**config.mk**
```make
export PLATFORM = sky130hd
export DESIGN_NAME = lc_transition_initiator_flat
export DESIGN_NICKNAME = d
export VERILOG_FILES = /design/src/rtl/lc_transition_initiator_pkg.sv /design/src/rtl/lc_transition_initiator_if.sv /design/src/rtl/lc_id_assembler.sv /design/src/rtl/lc_transition_initiator.sv /design/src/flat_wrapper.sv
export SDC_FILE = /design/constraint.sdc
export NUM_CORES = 1
export LEC_CHECK = 0
export CORE_ASPECT_RATIO = 0.9
export CORE_UTILIZATION = 47
export DETAILED_ROUTE_END_ITERATION = 10
export PLACE_DENSITY = 0.77
export SETUP_SLACK_MARGIN = 0.2
export SKIP_LAST_GASP = 1
export SYNTH_ARGS = -nofsm -noshare
export SYNTH_HDL_FRONTEND = slang
export SYNTH_HIERARCHICAL = 1
export SYNTH_SLANG_ARGS = --single-unit
```
**constraint.sdc**
```tcl
create_clock -name clk -period 2.35 [get_ports clk]
set_clock_uncertainty 0.05 [all_clocks]
set_input_delay 0.47 -clock clk [delete_from_list [all_inputs] [get_ports clk]]
set_output_delay 0.47 -clock clk [all_outputs]
set_load 0.05 [all_outputs]
```
**src/rtl/lc_transition_initiator_pkg.sv**
```systemverilog
// Shared types and constants for the lifecycle transition initiator: status
// codes, lifecycle state encodings and the initiator FSM state type.
package lc_pkg;

  localparam int LC_STATE_W = 3;
  localparam logic [LC_STATE_W-1:0] LC_RESET_STATE = 3'b001;
  localparam logic [LC_STATE_W-1:0] LC_EOL         = 3'd5;

  typedef enum logic [2:0] {
    STATUS_NONE           = 3'd0,
    STATUS_OK             = 3'd1,
    STATUS_REJECTED       = 3'd2,
    STATUS_TIMEOUT        = 3'd3,
    STATUS_INCOMPLETE     = 3'd4,
    STATUS_EOL            = 3'd5,
    STATUS_STATE_MISMATCH = 3'd6
  } lc_status_t;

  typedef enum logic [1:0] {
    S_IDLE,
    S_REQUEST,
    S_RELEASE,
    S_REPORT
  } init_state_t;

endpackage

```
**src/rtl/lc_transition_initiator_if.sv**
```systemverilog
// Request/identifier handshake between the transition initiator (master)
// and lifecycle_protection (slave).
interface lc_transition_initiator_if #(
  parameter int ID_W = 256
);
  import lc_pkg::*;

  logic                  lc_transition_request;
  logic [ID_W-1:0]       lc_identifier;
  logic                  lc_success;
  logic                  lc_done;
  logic [LC_STATE_W-1:0] lc_state;

  modport master (
    output lc_transition_request,
    output lc_identifier,
    input  lc_success,
    input  lc_done,
    input  lc_state
  );

  modport slave (
    input  lc_transition_request,
    input  lc_identifier,
    output lc_success,
    output lc_done,
    output lc_state
  );

endinterface

```
**src/rtl/lc_id_assembler.sv**
```systemverilog
// Assembles the owner identifier from host words, least significant word
// first; the buffer holds secret material and is zeroized on clear and reset.
module lc_id_assembler #(
  parameter int WORD_W = 32,
  parameter int ID_W   = 256
) (
  input  logic              clk,
  input  logic              rst_n,
  input  logic              wr_valid,
  output logic              wr_ready,
  input  logic [WORD_W-1:0] wr_data,
  input  logic              clear,
  output logic              full,
  output logic [ID_W-1:0]   id
);

  localparam int NWORDS = ID_W / WORD_W;
  localparam int CNT_W  = $clog2(NWORDS + 1);

  logic [CNT_W-1:0] count;

  assign full     = (count == CNT_W'(NWORDS));
  assign wr_ready = !full;

  // NOTE: the identifier buffer is reset like any control register because
  // an aborted attempt must never leave owner material behind.
  always_ff @(posedge clk or negedge rst_n) begin
    if (!rst_n) begin
      count <= '0;
      id    <= '0;
    end else if (clear) begin
      count <= '0;
      id    <= '0;
    end else if (wr_valid && wr_ready) begin
      for (int k = 0; k < NWORDS; k++) begin
        if (count == CNT_W'(k)) id[k*WORD_W +: WORD_W] <= wr_data;
      end
      count <= count + CNT_W'(1);
    end
  end

endmodule

```
**src/rtl/lc_transition_initiator.sv**
```systemverilog
// Requester-side lifecycle transition controller: collects the owner id,
// runs the request/done handshake and reports a one-cycle status pulse.
module lc_transition_initiator
  import lc_pkg::*;
#(
  parameter int WORD_W         = 32,
  parameter int ID_W           = 256,
  parameter int TIMEOUT_CYCLES = 1024
) (
  input  logic                      clk,
  input  logic                      rst_n,
  input  logic                      id_word_valid,
  output logic                      id_word_ready,
  input  logic [WORD_W-1:0]         id_word_data,
  input  logic                      start,
  output logic                      busy,
  output logic                      cmd_done,
  output lc_status_t                cmd_status,
  lc_transition_initiator_if.master lc_if
);

  localparam int TMR_W = $clog2(TIMEOUT_CYCLES + 1);
  localparam logic [TMR_W-1:0] TMR_LIMIT = TMR_W'(TIMEOUT_CYCLES);

  init_state_t           state_q, state_d;
  logic [TMR_W-1:0]      timer_q, timer_d, timer_inc;
  logic [LC_STATE_W-1:0] pre_state_q, pre_state_d;
  logic                  success_q, success_d;
  lc_status_t            status_q, status_d;
  logic                  timeout_hit;

  logic            asm_ready;
  logic            asm_full;
  logic            asm_valid;
  logic [ID_W-1:0] id_buf;

  lc_id_assembler #(
    .WORD_W (WORD_W),
    .ID_W   (ID_W)
  ) u_assembler (
    .clk      (clk),
    .rst_n    (rst_n),
    .wr_valid (asm_valid),
    .wr_ready (asm_ready),
    .wr_data  (id_word_data),
    .clear    (state_q == S_REPORT),
    .full     (asm_full),
    .id       (id_buf)
  );

  // start wins over a word offered in the same cycle.
  assign id_word_ready = (state_q == S_IDLE) && !start && asm_ready;
  assign asm_valid     = id_word_valid && id_word_ready;

  // timeout_hit marks the edge on which the timer reaches the limit, so the
  // request is held for exactly TIMEOUT_CYCLES cycles before it is abandoned.
  assign timer_inc   = (timer_q == TMR_LIMIT) ? timer_q : timer_q + TMR_W'(1);
  assign timeout_hit = (timer_inc == TMR_LIMIT);

  // NOTE: every signal gets a default first so no path through the case
  // statement can leave one unassigned and infer a latch.
  always_comb begin
    state_d     = state_q;
    timer_d     = timer_q;
    pre_state_d = pre_state_q;
    success_d   = success_q;
    status_d    = status_q;

    unique case (state_q)
      S_IDLE: begin
        if (start) begin
          if (!asm_full) begin
            status_d = STATUS_INCOMPLETE;
            state_d  = S_REPORT;
          end else if (lc_if.lc_state >= LC_EOL) begin
            status_d = STATUS_EOL;
            state_d  = S_REPORT;
          end else begin
            pre_state_d = lc_if.lc_state;
            timer_d     = '0;
            status_d    = STATUS_NONE;
            state_d     = S_REQUEST;
          end
        end
      end
      S_REQUEST: begin
        timer_d = timer_inc;
        if (timeout_hit) begin
          status_d = STATUS_TIMEOUT;
          state_d  = S_REPORT;
        end else if (lc_if.lc_done) begin
          success_d = lc_if.lc_success;
          state_d   = S_RELEASE;
        end
      end
      S_RELEASE: begin
        timer_d = timer_inc;
        if (timeout_hit) begin
          status_d = STATUS_TIMEOUT;
          state_d  = S_REPORT;
        end else if (!lc_if.lc_done) begin
          if (!success_q)                                        status_d = STATUS_REJECTED;
          else if (lc_if.lc_state == pre_state_q + LC_STATE_W'(1)) status_d = STATUS_OK;
          else                                                    status_d = STATUS_STATE_MISMATCH;
          state_d = S_REPORT;
        end
      end
      S_REPORT: state_d = S_IDLE;
      default:  state_d = S_IDLE;
    endcase
  end

  // NOTE: state registers use non-blocking assignments so every flop samples
  // the pre-edge values regardless of statement order.
  always_ff @(posedge clk or negedge rst_n) begin
    if (!rst_n) begin
      state_q     <= S_IDLE;
      timer_q     <= '0;
      pre_state_q <= LC_RESET_STATE;
      success_q   <= 1'b0;
      status_q    <= STATUS_NONE;
    end else begin
      state_q     <= state_d;
      timer_q     <= timer_d;
      pre_state_q <= pre_state_d;
      success_q   <= success_d;
      status_q    <= status_d;
    end
  end

  assign busy                        = (state_q != S_IDLE);
  assign cmd_done                    = (state_q == S_REPORT);
  assign cmd_status                  = status_q;
  assign lc_if.lc_transition_request = (state_q == S_REQUEST);
  assign lc_if.lc_identifier         = (state_q == S_REQUEST) ? id_buf : '0;

endmodule

```
**src/flat_wrapper.sv**
```systemverilog
// flat-port wrapper written by rule: the top's interface ports become plain ports
module lc_transition_initiator_flat import lc_pkg::*;
#(
  parameter int WORD_W         = 32,
  parameter int ID_W           = 256,
  parameter int TIMEOUT_CYCLES = 1024
)
  (clk, rst_n, id_word_valid, id_word_ready, id_word_data, start, busy, cmd_done, cmd_status, lc_if_lc_transition_request, lc_if_lc_identifier, lc_if_lc_success, lc_if_lc_done, lc_if_lc_state);
  lc_transition_initiator_if #(.ID_W(ID_W)) lc_if_i ();
  input  logic clk;
  input  logic rst_n;
  input  logic id_word_valid;
  output logic id_word_ready;
  input  logic [WORD_W-1:0] id_word_data;
  input  logic start;
  output logic busy;
  output logic cmd_done;
  output lc_status_t cmd_status;
  output wire logic [$bits(lc_if_i.lc_transition_request)-1:0] lc_if_lc_transition_request;
  output wire logic [$bits(lc_if_i.lc_identifier)-1:0] lc_if_lc_identifier;
  input wire logic [$bits(lc_if_i.lc_success)-1:0] lc_if_lc_success;
  input wire logic [$bits(lc_if_i.lc_done)-1:0] lc_if_lc_done;
  input wire logic [$bits(lc_if_i.lc_state)-1:0] lc_if_lc_state;
  assign lc_if_lc_transition_request = lc_if_i.lc_transition_request;
  assign lc_if_lc_identifier = lc_if_i.lc_identifier;
  assign lc_if_i.lc_success = lc_if_lc_success;
  assign lc_if_i.lc_done = lc_if_lc_done;
  assign lc_if_i.lc_state = lc_if_lc_state;
  lc_transition_initiator #(.WORD_W(WORD_W), .ID_W(ID_W), .TIMEOUT_CYCLES(TIMEOUT_CYCLES)) u_core (.clk(clk), .rst_n(rst_n), .id_word_valid(id_word_valid), .id_word_ready(id_word_ready), .id_word_data(id_word_data), .start(start), .busy(busy), .cmd_done(cmd_done), .cmd_status(cmd_status), .lc_if(lc_if_i));
endmodule
```
==> results.txt <==
The flow ran to the end, but the final reports show violations. The final reports fail on setup timing. At the worst endpoint, the required time is 1.83 ns.

The met3 routed wirelength is between 5 and 6 mm. The category of the worst setup path capture point is an output pin. In this run the top signal layer used is met4. The worst stage delay on the critical path came out at roughly 0.41 ns. For this configuration, the core starts out at a cell density of just under 50%. The horizontal die dimension is roughly 180 um. The library cell appearing most often on the critical path is buf_12. The total grt overflow came out at 0. For this run, the detailed router's first-pass iteration total came to 6.

The min-delay analysis places its worst path in the category in2async. The total die area came out at roughly 0.03 mm^2. For the pin with the worst max-slew slack, the measured transition is 0.860 ns. The via count of the first global-routing pass came to approximately 13,000. The hold violation total from the final report is 0. The number of clock sinks is between 200 and 300. The TritonCTS buffer count came out at 30.

The post-route worst setup slack came out at -0.163 ns. The final routed wire length divided by cell count came out at about 23 um. The final setup violation count came out at between 200 and 300. The die is 166 um tall. The detailed-placement wirelength estimate came out at between 30 and 40 mm.

The part of the total power dissipated in the clock network is about 30%. In this run the number of H-tree levels came out at 1. The clock input transition at the sequential cells of the worst setup and hold paths came out at 0.06 ns.

The vias per cell is 5.82. The number of distinct standard cells referenced by the synthesized netlist came out at 57. The aggregate negative setup slack is -30.53 ns. Leaving out fill and tap cells, the most frequent cells in the layout are nand2_1, buf_12, dfrtp_1, a21oi_1, and2_2. The number of design rule violations left after detail routing came out at 0. No sink is reached through more buffers than the 3 on the longest clock path.

The diode insertion count for antenna repair came out at 0. Setup repair after global routing could not meet its margin everywhere. The number of I/O port buffers came out at between 300 and 400. The cell count after synthesis is approximately 1,600. The netlist area before placement is about 0.014 mm^2. In the detailed route, the total length drawn on met2 is 25.9 mm. The via count came out at 13,700. In the synthesized netlist the dominant register cell turns out to be dfrtp_1. The length of routed wiring on met1 came out at ~20 mm. The count of routing violations after the opening detailed-route iteration came out at 1,693.

The part of the cycle the worst path needs came out at 107%. Across the VDD grid, the largest voltage drop is between 900 and 1000 uV. The data arrival at the endpoint of the critical path is 1.99 ns.

The static leakage came out at between 9 and 10 nW. The area of the core came out at 0.0292 mm^2. The number of warnings printed during yosys synthesis is 6. The switching fraction of total power came out at between 30% and 40%. Counting cells, the worst reg-to-reg path comes to 13. The count of max-cap constraint violations came out at 0.

The clock latency on the worst-skew pair is roughly 0.55 ns. Walking the worst path, the cells encountered are buf_6 -> ha_4 -> buf_12 -> bufbuf_16 -> and2_4 -> buf_12. The number of nets in the synthesized netlist is 1,697. Relative to the synthesized area, the layout overhead comes to 62.5%.

The register share of total power is 34.9%. The first-pass GRT wire length came out at between 70 and 80 mm. The smallest clock period supported by the final layout is computed as between 2 and 3 ns.

The count of antenna-violating nets left after detailed routing came out at 0. At the end of routability-driven placement, the weighted congestion stood at about 0.87. The maximum fanout encountered on the critical timing path is 9. The aggregate global-route resource usage is 31.3%. The average footprint of a synthesized cell is ~8.5 um^2. The setup path with the least slack is of type reg2out. The power density relative to cell area came out at between 600 and 700 mW/mm^2. The number of ports placed on the die boundary came out at about 300. The standard-cell row count came out at slightly below 60.

The number of pins exceeding their max-slew limit in the final report came out at 0. The share of flip-flops with an asynchronous set or reset came out at 100%. After the last flow step, the layout net total stands at roughly 2,000. The tree is rooted in a clkbuf_16. The fraction of layout instances using a drive strength above 1 is just over 40%. The number of antenna violations at the first check in global routing came out at 0. The post-synthesis register bit count came out at 280. The largest net degree at the start of global routing is around 170. The design internal power came out at a little under 10 mW. Timing analysis after detailed placement gives a worst setup slack of -0.0329 ns. The total wire length after detailed routing is between 50 and 60 mm. The clock tree from TritonCTS is built. In this run, the combinational gates consume between 30% and 40% of the power. For this design the total switching power over the nets is approximately 5.5 mW. The achievable clock frequency is 398 MHz. Leaving out fill and tap cells, the most frequent cell in the layout is nand2_1.

After synthesis, flip-flops and latches occupy 49.9% of the total area. The worst-path cell with the longest stage delay is dfrtp_1. The synthesized design contains 0 enable-type register cells.

The critical path startpoint category is a flop. The worst slew margin relative to its limit is between 40% and 50%.
-- flip-flops by register name, indices dropped and copies added (netlist names) --
register,cells
u_core/state_q,2
u_core/success_q,1
u_core/timer_q,11
u_core/u_assembler/id,256
u_core/u_assembler/count,4
u_core/cmd_status,3
u_core/pre_state_q,3
-- final timing paths --
check | startpoint | end | slack (ns)
hold / removal | rst_n | u_core/pre_state_q[1]$_DFFE_PN0P_ | 0.39
hold reg to reg | u_core/u_assembler/id[137]$_DFFE_PN0P_ | u_core/u_assembler/id[137]$_DFFE_PN0P_ | 0.46
min in group clk | u_core/u_assembler/id[137]$_DFFE_PN0P_ | u_core/u_assembler/id[137]$_DFFE_PN0P_ | 0.46
max in group asynchronous | rst_n | u_core/u_assembler/id[142]$_DFFE_PN0P_ | 1.11
setup / recovery | u_core/state_q[0]$_DFFE_PN0P_ | lc_if_lc_identifier[129] | -0.16
setup reg to reg | u_core/state_q[0]$_DFFE_PN0P_ | u_core/u_assembler/id[135]$_DFFE_PN0P_ | -0.07
-- cell usage after synthesis (all sizes together) (5+ instances only) --
library cell	count	area share, %
clkbuf	64	1.7
and2	259	12
xnor2	5	0.31
nand2	527	14
buf	99	4.8
a21o	6	0.32
a21oi	267	9.6
mux2	7	0.59
o21ai	13	0.46
nor2	10	0.27
a22o	7	0.45
inv	13	0.35
nand3	9	0.41
nor3	8	0.28
dfrtp	279	50
ha	11	0.98
nand4	6	0.27
-- routing by layer --
layer	vias to the layer above	track usage, %
met4	0	14.4
met2	930	52.0
met5	-	0
met1	6710	39.4
met3	211	6.16
li1	5841	-
-- cell type report --
type,instances,area [um^2]
well taps,396,495
multi-input cells,1189,6970
clock inverters,5,27.5
repair buffers,418,7340
clock buffers,50,927
fillers,1624,6330
inverters,13,53.8
flip-flops and latches,280,7020
-- power groups by stage --
stage	registers (mW)	clock network, mW	logic, mW
floorplan	5.42	0	2.44
global placement	5.38	0	3.88
detailed placement	5.40	0	3.97
CTS	5.33	4.60	4.53
global route	5.39	4.80	5.61
finish	5.36	4.60	5.38
-- logic make-up (layout without fill, tap and decap cells) --
| kind of cell | Yosys count | after routing | share of synthesized area, % |
|---|---|---|---|
| mux | 11 | 11 | 0.872 |
| fa+ha+maj | 11 | 11 | 0.979 |
| flops | 280 | 280 | 49.9 |
| compound gates | 311 | 311 | 12.1 |
| xor+xnor | 8 | 8 | 0.499 |
| buf+inv | 176 | 486 | 6.87 |
| simple gates | 848 | 848 | 28.8 |
-- worst max-delay path, delay by kind of cell (launching register included) --
| kind | cells | cell delay [ns] |
|---|---|---|
| adder cells (fa/ha/maj) | 1 | 0.17 |
| buffers and inverters | 4 | 0.71 |
| flip-flops | 1 | 0.41 |
| AND/OR/NAND/NOR | 1 | 0.15 |
-- per-stage QoR --
stage                     instances  total power, mW  utilization [%]  instance area (um^2)  hold slack [ns]
final                          2351             15.3             78.3                 22800            0.390
after detailed placement       2250             9.37             70.2                 20500            0.382
after CTS                      2316             14.5             74.7                 21800            0.396
after floorplan                1645             7.86                -                 14400            0.124
after global placement         2250             9.26             70.2                 20500            0.377
after global routing           2351             15.8             78.3                 22800            0.426
-- timing repair --
| item | 4_1_cts | 5_1_grt |
|---|---|---|
| endpoints found under the setup margin | 529 | 534 |
| endpoints found under the hold margin | 45 | 0 |
| pin swaps | 0 | 34 |
| cloned | 6 | 18 |
| gates resized for setup | 64 | 144 |
| hold buffers | 1 | 0 |
| setup buffers | 4 | 17 |
Note: power is estimated with default switching activity, not from simulation.
